File: src/rtl/hdb3_decode.sv
// HDB3 receive decoder: bipolar BP/BN pair to NRZ with B/V mark removal and line-code error flagging.
// Define HDB3_DEC_ERR_CNT_EN to add the saturating err_cnt output.
module hdb3_decode #(
    parameter int ZERO_RUN_MAX = 3,
    parameter int ERR_CNT_W    = 16
) (
    input  logic clk,
    input  logic rst_n,
    input  logic bit_en,
    input  logic BP,
    input  logic BN,
    output logic data_m,
    output logic data_valid,
    output logic code_err
`ifdef HDB3_DEC_ERR_CNT_EN
    ,
    output logic [ERR_CNT_W-1:0] err_cnt
`endif
);
    localparam int ZW = $clog2(ZERO_RUN_MAX + 2);
    localparam logic [ZW-1:0] ZRUN_LIMIT = ZW'(ZERO_RUN_MAX);
    localparam logic [ZW-1:0] ZRUN_SAT   = ZW'(ZERO_RUN_MAX + 1);

    logic [3:0]    sr;
    logic [2:0]    fill;
    logic          seen;
    logic          last_pol;
    logic          last_vpol;
    logic          v_seen;
    logic [ZW-1:0] zrun;

    logic illegal;
    logic mark;
    logic pol;
    logic v;
    logic run_err;
    logic vv_err;
    logic err_any;

    always_comb begin
        illegal = BP & BN;
        mark    = BP ^ BN;
        pol     = BP;
        v       = mark & seen & (pol == last_pol);
        // The zero arriving now is the (ZERO_RUN_MAX+1)th; saturation keeps longer runs from re-flagging.
        run_err = ~mark & (zrun == ZRUN_LIMIT);
        vv_err  = v & v_seen & (pol == last_vpol);
        err_any = illegal | run_err | vv_err;
    end

    always_ff @(posedge clk) begin
        if (rst_n) begin
            data_m     <= 1'b0;
            data_valid <= 1'b0;
            code_err   <= 1'b0;
            sr         <= 4'd0;
            fill       <= 3'd0;
            seen       <= 1'b0;
            last_pol   <= 1'b0;
            last_vpol  <= 1'b0;
            v_seen     <= 1'b0;
            zrun       <= '0;
        end else if (bit_en) begin
            data_m     <= sr[3];
            // A V removes itself and the B three positions back still waiting in sr[2].
            sr         <= {sr[2] & ~v, sr[1], sr[0], mark & ~v};
            data_valid <= (fill == 3'd4);
            code_err   <= err_any;
            if (fill != 3'd4) begin
                fill <= fill + 3'd1;
            end
            if (mark) begin
                seen     <= 1'b1;
                last_pol <= pol;
                zrun     <= '0;
            end else if (zrun != ZRUN_SAT) begin
                zrun <= zrun + ZW'(1);
            end
            if (v) begin
                last_vpol <= pol;
                v_seen    <= 1'b1;
            end
        end else begin
            data_valid <= 1'b0;
            code_err   <= 1'b0;
        end
    end

`ifdef HDB3_DEC_ERR_CNT_EN
    always_ff @(posedge clk) begin
        if (rst_n) begin
            err_cnt <= '0;
        end else if (bit_en && err_any && !(&err_cnt)) begin
            err_cnt <= err_cnt + ERR_CNT_W'(1);
        end
    end
`endif

endmodule

File: config.mk
export PLATFORM = sky130hd
export DESIGN_NAME = hdb3_decode
export DESIGN_NICKNAME = d
export VERILOG_FILES = /design/src/rtl/hdb3_decode.sv
export SDC_FILE = /design/constraint.sdc
export NUM_CORES = 1
export LEC_CHECK = 0
export BUFFER_PORTS_ARGS = -buffer_cell sky130_fd_sc_hd__buf_2
export CAP_MARGIN = 20
export CORE_UTILIZATION = 40
export CTS_BUF_LIST = sky130_fd_sc_hd__clkbuf_4
export DETAILED_ROUTE_END_ITERATION = 10
export GPL_TIMING_DRIVEN = 1
export HOLD_SLACK_MARGIN = 0.03
export PLACE_DENSITY = 0.63
export RECOVER_POWER = 25
export REMOVE_ABC_BUFFERS = 1
export SLEW_MARGIN = 20
export SYNTH_ARGS = -nofsm -noshare
export SYNTH_HDL_FRONTEND = slang
export SYNTH_SLANG_ARGS = --single-unit
File: constraint.sdc
create_clock -name clk -period 2.2 [get_ports clk]
set_input_delay 0.44 -clock clk [delete_from_list [all_inputs] [get_ports clk]]
set_output_delay 0.44 -clock clk [all_outputs]
set_load 0.02 [all_outputs]
==> qor.txt, run 1 <==
Pre-CTS setup slack: 541 ps
Worst-Margin Slew: 698 ps
Root cell of the clock tree: clkbuf_4
Layout cells sized above 1: 0.169
Worst path cell trace: clkbuf_1, ha_1, nand3b_1, a21oi_1, mux2_2
Cells after Synth: 81
First-pass GRT wire length: 2.08 mm
Cts bufs inserted: 3
CP endpoint kind: flip-flop
Clock sink total: 17
# placed instances: 110
Number of H-tree levels: 1
Crit path max-delay family: adder cells
Clock transition at path regs: 90 ps
Most frequent cells in the layout: dfxtp_1 (17), a21oi_1 (7), nor2_1 (7)
I/O Buffers: 7
HP Start: sr[0]$_SDFFE_PP0P_
Cell accounting for the most synthesized area: dfxtp_1
Core Rows: 15
Antenna viol nets, final: 0
Final Hold Fails: 0
Initial antenna violation count: 0
Vias in the first global route: 499
Clock latency on the worst-skew pair: 290 ps
Vias/cell: 4.77
Slowest stage cell, crit path: ha_1
First-pass DRT Iterations: 3
Setup TNS: 0 ps
Area Growth Syn to Fin: 9.39%
Hold path cells: 2
Die Y: 46.3 um
CTS tree: yes
Residual DRC count: 0
Leak Pwr: 0.369 nW
Total grt overflow: 0
Total Routing Usage GR: 0.143
Worst-path fanout max: 10
Max clock buf depth: 2
N_diodes: 0
Status: finished clean
Critical Path Start Type: input port
Reg2Reg Setup Slack: 890 ps
Max Cap Viol: 0
Clock skew: 5.22 ps
Largest net degree at the start of global routing: 18
Ports: 8
Total number of vias: 544
F_max: 716 MHz
Routed wire per std cell: 10.4 um
Min-Delay Endpoint: sr[0]$_SDFFE_PP0P_
Layout fillers: 181
CP max stage delay: 480 ps
Post-synthesis sequential area ratio: 0.433
Final #Nets: 101
Gp weighted congestion: 0.709
Ys Warns: 0
Final setup margin: 804 ps
R2R Path Start: zrun[0]$_SDFFE_PP0P_
Core Area: 1780 sq um
CP Buf/Inv Count: 1
Max-slew headroom: 0.535
Setup bufs post-CTS: 0
WP data arrival: 1590 ps
Post-route minimum period: 1400 ps
Pwr/cell area: 670 nW/um^2
Top cells by area, synth: dfxtp_1 (43%), ha_1 (9.6%), mux2i_1 (7.6%)
DRT iter0 DRCs: 3
Unrepaired setup endpoints after global routing: false
Die width: 46.3 um
Die area: 2150 sq um
Mapped Avg Cell Area: 9.70 sq um
Post-CTS sizing: 0
Routed WL: 1.19 mm
Yosys top cell area share: 0.433
Initial Util: 0.441
Non-filler cells, final: 114
Seq cells post-synth: 17
Max Transition Viols Final: 0
Distinct cells, synth: 32
Worst EP required: 2390 ps
Worst R2R Path Depth: 4
Cts hold-fix bufs: 0
Commonest non-fill, non-tap cell in the layout: dfxtp_1
Max VDD drop: 0.000435 V
Hold Path Class: reg -> reg
RR Endpoint: zrun[2]$_SDFFE_PP0P_
Synth Cell Area: 786 sq um
Hpwl dp: 847 um
Final Cycle Share: 0.635
Setup violations, final: 0
Crit path kind: in -> reg
Hold Slack: 476 ps
## cells by family (layout without fill, tap and decap cells)
family / count (synthesis) / in the layout / share of synthesized area
XOR/XNOR: 2 / 2 / 0.0223
multiplexers: 7 / 7 / 0.0908
AND/OR/NAND/NOR: 24 / 24 / 0.172
flip-flops: 17 / 17 / 0.433
adder cells (fa/ha/maj): 6 / 6 / 0.0955
AO/OA/AOI/OAI: 15 / 15 / 0.127
buffers and inverters: 10 / 18 / 0.0589
## final cells by class
class                           count  area [sq um]  area share
Sequential cell                    17           340       0.396
Multi-Input combinational cell     54           399       0.464
Clock buffer                        4          30.0      0.0349
Tap cell                           25          31.3      0.0364
Timing Repair Buffer                7          32.5      0.0378
Inverter                            7          26.3      0.0306
## power breakdown
part	internal [mW]	switching (mW)	leakage, nW
Sequential	0.320	0.00996	0.138
Clock	0.0830	0.0947	0.0184
Combinational	0.0305	0.0375	0.212
Total	0.434	0.142	0.369
## cells in the mapped netlist
cell / number
clkbuf_1: 1
nand2_1: 3
dfxtp_1: 17
mux2_2: 1
a211o_1: 1
and3_1: 1
and4_4: 1
mux2i_1: 6
inv_2: 1
a21boi_2: 1
nor3_2: 1
buf_2: 1
or3_1: 1
o2111ai_1: 1
o21ai_1: 1
buf_6: 1
nand2b_1: 3
nand2_2: 1
o21ai_0: 1
nor2b_1: 1
inv_1: 6
ha_1: 6
a22o_1: 1
nor2_1: 7
a21oi_1: 7
xnor2_1: 2
and4b_1: 1
nand3_1: 1
nor3_1: 2
a211oi_1: 1
o21ba_1: 1
nand3b_1: 1
## state kept, by name, indices dropped and copies added (netlist names)
name,flops
data_valid,1
v_seen,1
last_pol,1
data_m,1
seen,1
sr,4
zrun,3
last_vpol,1
fill,3
code_err,1
## through the flow
stage,utilization,area [sq um],power [mW]
after global placement,0.467,832,0.404
final,0.482,860,0.576
after CTS,0.484,862,0.587
after floorplan,-,766,0.383
after detailed placement,0.467,832,0.407
after global routing,0.482,860,0.609
## routing by layer
layer  part of all wire  vias up  routed length (um)  track usage
met5                  0        -                   0            0
met4              0.029        0                  35       0.0882
met3              0.042        5                  50       0.0588
met2               0.42        7                 502        0.214
met1               0.51      238                 601        0.167
li1                   -      294                   -            -
## how the worst max path moves through the flow
stage                      start                    to  slack, ps  cells past startpoint
after floorplan               BP  zrun[0]$_SDFFE_PP0P_        800                      4
after global placement        BP  zrun[0]$_SDFFE_PP0P_        580                      5
after detailed placement      BP  zrun[0]$_SDFFE_PP0P_        540                      5
after CTS                     BP  zrun[0]$_SDFFE_PP0P_        860                      5
after global routing      bit_en  zrun[0]$_SDFFE_PP0P_        660                      4
final                         BP  zrun[0]$_SDFFE_PP0P_        800                      5
## worst min-delay path: cells and delay by family, from the launching register on
family	cells	cell delay, ps
AND/OR/NAND/NOR	1	60
AO/OA/AOI/OAI	1	50
flip-flops	1	330
No activity file was read; power rests on OpenSTA's default activity.
==> run 2, diff against run 1 <==
==> constraint.sdc (replaced) <==
create_clock -name clk -period 1.3 [get_ports clk]
set_input_delay 0.26 -clock clk [delete_from_list [all_inputs] [get_ports clk]]
set_output_delay 0.26 -clock clk [all_outputs]
set_load 0.02 [all_outputs]
==> run 2 against run 1 <==
  * Combinational power increased by 94%
  * Utilization increased by 3.6 points
  * First-iteration DRC count increased by 130%
  * Sequential power increased by 70%
  * Cell area increased by 7.6%
  * Wire length increased by 5.6%
  * Clock skew decreased by 2.6 ps
  * Critical path type is now reg -> reg
==> qor.txt, run 2 (same netlist as run 1, synthesis figures left out) <==
Core Rows: 15
Initial Util: 0.441
Worst-path fanout max: 3
Total Routing Usage GR: 0.145
Critical Path Start Type: flip-flop
Final #Nets: 107
Most frequent cells in the layout: dfxtp_1 (15), a21oi_1 (7), nor2_1 (7), buf_2 (7)
Area Growth Syn to Fin: 17.7%
Placed Area: 877 sq um
Unrepaired setup endpoints after global routing: true
F_max: 787 MHz
I/O Buffers: 7
Layout cells sized above 1: 0.284
Gp weighted congestion: 0.764
Residual DRC count: 0
Top sig layer: met4
Die width: 46.3 um
Setup violations, final: 0
Number of H-tree levels: 1
Final Cycle Share: 0.977
Routed WL: 1.26 mm
Total number of vias: 576
Total grt overflow: 0
Max VDD drop: 0.000595 V
Max Cap Viol: 0
Max clock buf depth: 2
Leak Pwr: 0.402 nW
Worst-Margin Slew: 291 ps
Final Hold Fails: 0
Die Y: 46.3 um
Power after layout: 0.997 mW
WL met2: 552 um
CTS tree: yes
Hpwl dp: 940 um
Post-route minimum period: 1270 ps
DRT met1 WL: 627 um
Post-route cell area: 925 sq um
First-pass GRT wire length: 2.13 mm
N_diodes: 0
Clock skew: 2.59 ps
Status: finished clean
Clock transition at path regs: 90 ps
Max-slew headroom: 0.806
First-pass DRT Iterations: 2
Max reg flops: 4
Hold Path Class: in -> reg
Ports: 8
CP endpoint kind: flip-flop
Routed wire per std cell: 10.5 um
Metal3 WL: 35 um
Leading registers by flop count: sr: 4 flops, fill: 3 flops, zrun: 3 flops
Hold Slack: 305 ps
Cts bufs inserted: 3
Clock latency on the worst-skew pair: 290 ps
Core Area: 1780 sq um
Vias/cell: 4.80
Crit path kind: reg -> reg
Max Transition Viols Final: 0
Worst EP required: 1530 ps
Clock sink total: 17
Layout fillers: 176
Die area: 2150 sq um
Vias in the first global route: 512
Largest Register: sr
Root cell of the clock tree: clkbuf_4
Initial antenna violation count: 0
WP data arrival: 1500 ps
Commonest non-fill, non-tap cell in the layout: dfxtp_1
DRT iter0 DRCs: 7
Antenna viol nets, final: 0
Final core utilization: 0.519
Pwr/cell area: 1080 nW/um^2
Largest net degree at the start of global routing: 15
Setup bufs post-CTS: 0
[run 2: what timing repair did]
item,in CTS,in global routing
hold buffers,0,0
setup endpoints to repair,1,3
gates resized for setup,1,3
pin swaps,0,2
hold endpoints to repair,0,0
[run 2: area by class of cell]
| class | count | area (sq um) | share of cell area |
|---|---|---|---|
| clock buffers | 4 | 30.0 | 0.0325 |
| inverters | 7 | 26.3 | 0.0284 |
| multi-input cells | 54 | 414 | 0.448 |
| flip-flops and latches | 17 | 343 | 0.371 |
| well taps | 25 | 31.3 | 0.0338 |
| repair buffers | 13 | 80.1 | 0.0866 |
[run 2: final timing paths]
path | startpoint | slack (ps) | to | cells past startpoint
max | zrun[1]$_SDFFE_PP0P_ | 30 | zrun[2]$_SDFFE_PP0P_ | 4
min | rst_n | 310 | zrun[2]$_SDFFE_PP0P_ | 3
max reg2reg | zrun[1]$_SDFFE_PP0P_ | 30 | zrun[2]$_SDFFE_PP0P_ | 4
min reg2reg | sr[0]$_SDFFE_PP0P_ | 460 | sr[0]$_SDFFE_PP0P_ | 2
[run 2: metrics by stage]
stage	setup TNS, ps	setup slack, ps	cells
6_report	0	29.7	120
2_1_floorplan	0	71.1	78
3_3_place_gp	-284	-119	116
5_1_grt	-5.78	-5.78	120
4_1_cts	0	1.96	120
3_5_place_dp	-374	-137	116
[run 2: power breakdown]
part | switching [mW] | internal [mW] | leakage, nW
clock | 0.165 | 0.140 | 0.0184
sequential | 0.0166 | 0.543 | 0.139
combinational | 0.0664 | 0.0655 | 0.244
total | 0.248 | 0.749 | 0.402
[run 2: metal layers]
layer  global-route usage  vias to the layer above
li1                     -                      303
met5                    0                        -
met1                0.191                      261
met2                0.208                        7
met3               0.0235                        5
met4                0.106                        0
[run 2: worst max-delay path, cell delays in order, from the launching register on]
cell     delay (ps)
dfxtp_2         360
ha_2            190
ha_4            190
or3_1           360
a21oi_1         110
==> run 3, diff against run 2 <==
==> constraint.sdc (replaced) <==
create_clock -name clk -period 1.3 [get_ports clk]
set_input_delay 0.13 -clock clk [delete_from_list [all_inputs] [get_ports clk]]
set_output_delay 0.13 -clock clk [all_outputs]
set_load 0.02 [all_outputs]
==> run 3 against run 2 <==
  * Via count shrank 2.1%
  * Clock skew grew 3.2 ps
  * Non-clock buffer count shrank 2
==> qor.txt, run 3 (same netlist as run 1, synthesis figures left out) <==
Part of the power in combinational logic: 0.130
Post-route minimum period: 1270 ps
N_diodes: 0
Worst path cell trace: ha_2, ha_1, or3_4, a21oi_2
Most frequent cells in the layout: dfxtp_1 (15), nor2_1 (7)
Hpwl dp: 922 um
Largest Register: sr
GR Util met3: 0.0706
Root cell of the clock tree: clkbuf_4
CP Buf/Inv Count: 0
Clock latency on the worst-skew pair: 290 ps
Core Area: 1780 sq um
Final #Nets: 105
Residual DRC count: 0
HP Start: rst_n
F_max: 785 MHz
Worst-path fanout max: 3
CP endpoint kind: flip-flop
Critical Path Start Type: flip-flop
Met1 usage: 0.167
Final Hold Fails: 0
Setup TNS: 0 ps
Core Rows: 15
Max Transition Viols Final: 0
Setup bufs post-CTS: 0
Busiest metal layer after global routing: met2
Crit path from: zrun[0]$_SDFFE_PP0P_
Clock sink total: 17
R2R Path Start: zrun[0]$_SDFFE_PP0P_
Layout cells sized above 1: 0.269
Non-filler cells, final: 118
Total Routing Usage GR: 0.140
Largest net degree at the start of global routing: 15
I/O Buffers: 7
First-pass DRT Iterations: 4
Max reg flops: 4
Crit path max-delay family: adder cells
Die area: 2150 sq um
Sw Pwr: 0.247 mW
Clock power frac: 0.305
Sequential power share: 0.564
Die width: 46.3 um
Post-route cell area: 905 sq um
Initial antenna violation count: 0
Gp weighted congestion: 0.754
Area Growth Syn to Fin: 15.1%
Pwr/cell area: 1100 nW/um^2
Routed wire per std cell: 10.7 um
First-pass GRT wire length: 2.10 mm
Ports: 8
Max-slew headroom: 0.796
WP data arrival: 1510 ps
Leak Pwr: 0.391 nW
Max VDD drop: 0.000702 V
Vias in the first global route: 502
Switch share: 0.249
Met2 usage: 0.222
Slowest stage cell, crit path: dfxtp_2
Worst-Margin Slew: 304 ps
Leading registers by flop count: sr: 4 flops, fill: 3 flops, zrun: 3 flops
Worst EP required: 1540 ps
DRT iter0 DRCs: 6
Max Cap Viol: 0
Initial Util: 0.441
Placed Area: 862 sq um
Clock skew: 5.83 ps
Antenna viol nets, final: 0
CP max stage delay: 340 ps
Commonest non-fill, non-tap cell in the layout: dfxtp_1
Clock transition at path regs: 100 ps
Total grt overflow: 0
Die Y: 46.3 um
Power after layout: 0.993 mW
Vias/cell: 4.78
CTS tree: yes
Status: finished clean
Crit path kind: reg -> reg
Internal power: 0.746 mW
# placed instances: 114
Hold Path Class: in -> reg
Max clock buf depth: 2
Final Cycle Share: 0.980
Number of H-tree levels: 1
Setup violations, final: 0
Cts bufs inserted: 3
Total number of vias: 564
Routed WL: 1.26 mm
run 3: layer usage:
layer,share of wire,vias to the layer above,wire [um]
met1,0.50,253,627
met2,0.45,7,564
met3,0.047,2,59
met4,0.0071,0,9
met5,0,-,0
li1,-,302,-
run 3: timing repair:
item                                    CTS  global route
resized for setup                         0             5
hold buffers                              0             0
endpoints found under the setup margin    0             3
run 3: final timing paths:
check,to,slack (ps),cells past startpoint
setup / recovery,zrun[2]$_SDFFE_PP0P_,30,4
hold / removal,last_pol$_SDFFE_PP0P_,110,2
setup reg to reg,zrun[2]$_SDFFE_PP0P_,30,4
hold reg to reg,sr[0]$_SDFFE_PP0P_,470,2
run 3: area by class of cell:
class,instances,area (sq um)
Fill cell,175,878
Multi-Input combinational cell,54,410
Sequential cell,17,343
Timing Repair Buffer,11,63.8
Tap cell,25,31.3
Clock buffer,4,30.0
Inverter,7,26.3
run 3: power groups by stage:
stage / Combinational, mW / Clock (mW) / Sequential, mW
floorplan: 0.0799 / 0 / 0.569
global placement: 0.127 / 0 / 0.570
detailed placement: 0.130 / 0 / 0.572
CTS: 0.130 / 0.316 / 0.559
global route: 0.145 / 0.327 / 0.564
finish: 0.130 / 0.303 / 0.560
run 3: through the flow:
stage | hold slack, ps | setup slack [ps] | utilization
floorplan | 199 | 71.1 | -
global placement | 426 | 16.5 | 0.484
detailed placement | 425 | 19.1 | 0.484
CTS | 106 | 9.82 | 0.500
global route | 127 | -27.3 | 0.507
finish | 114 | 25.6 | 0.507
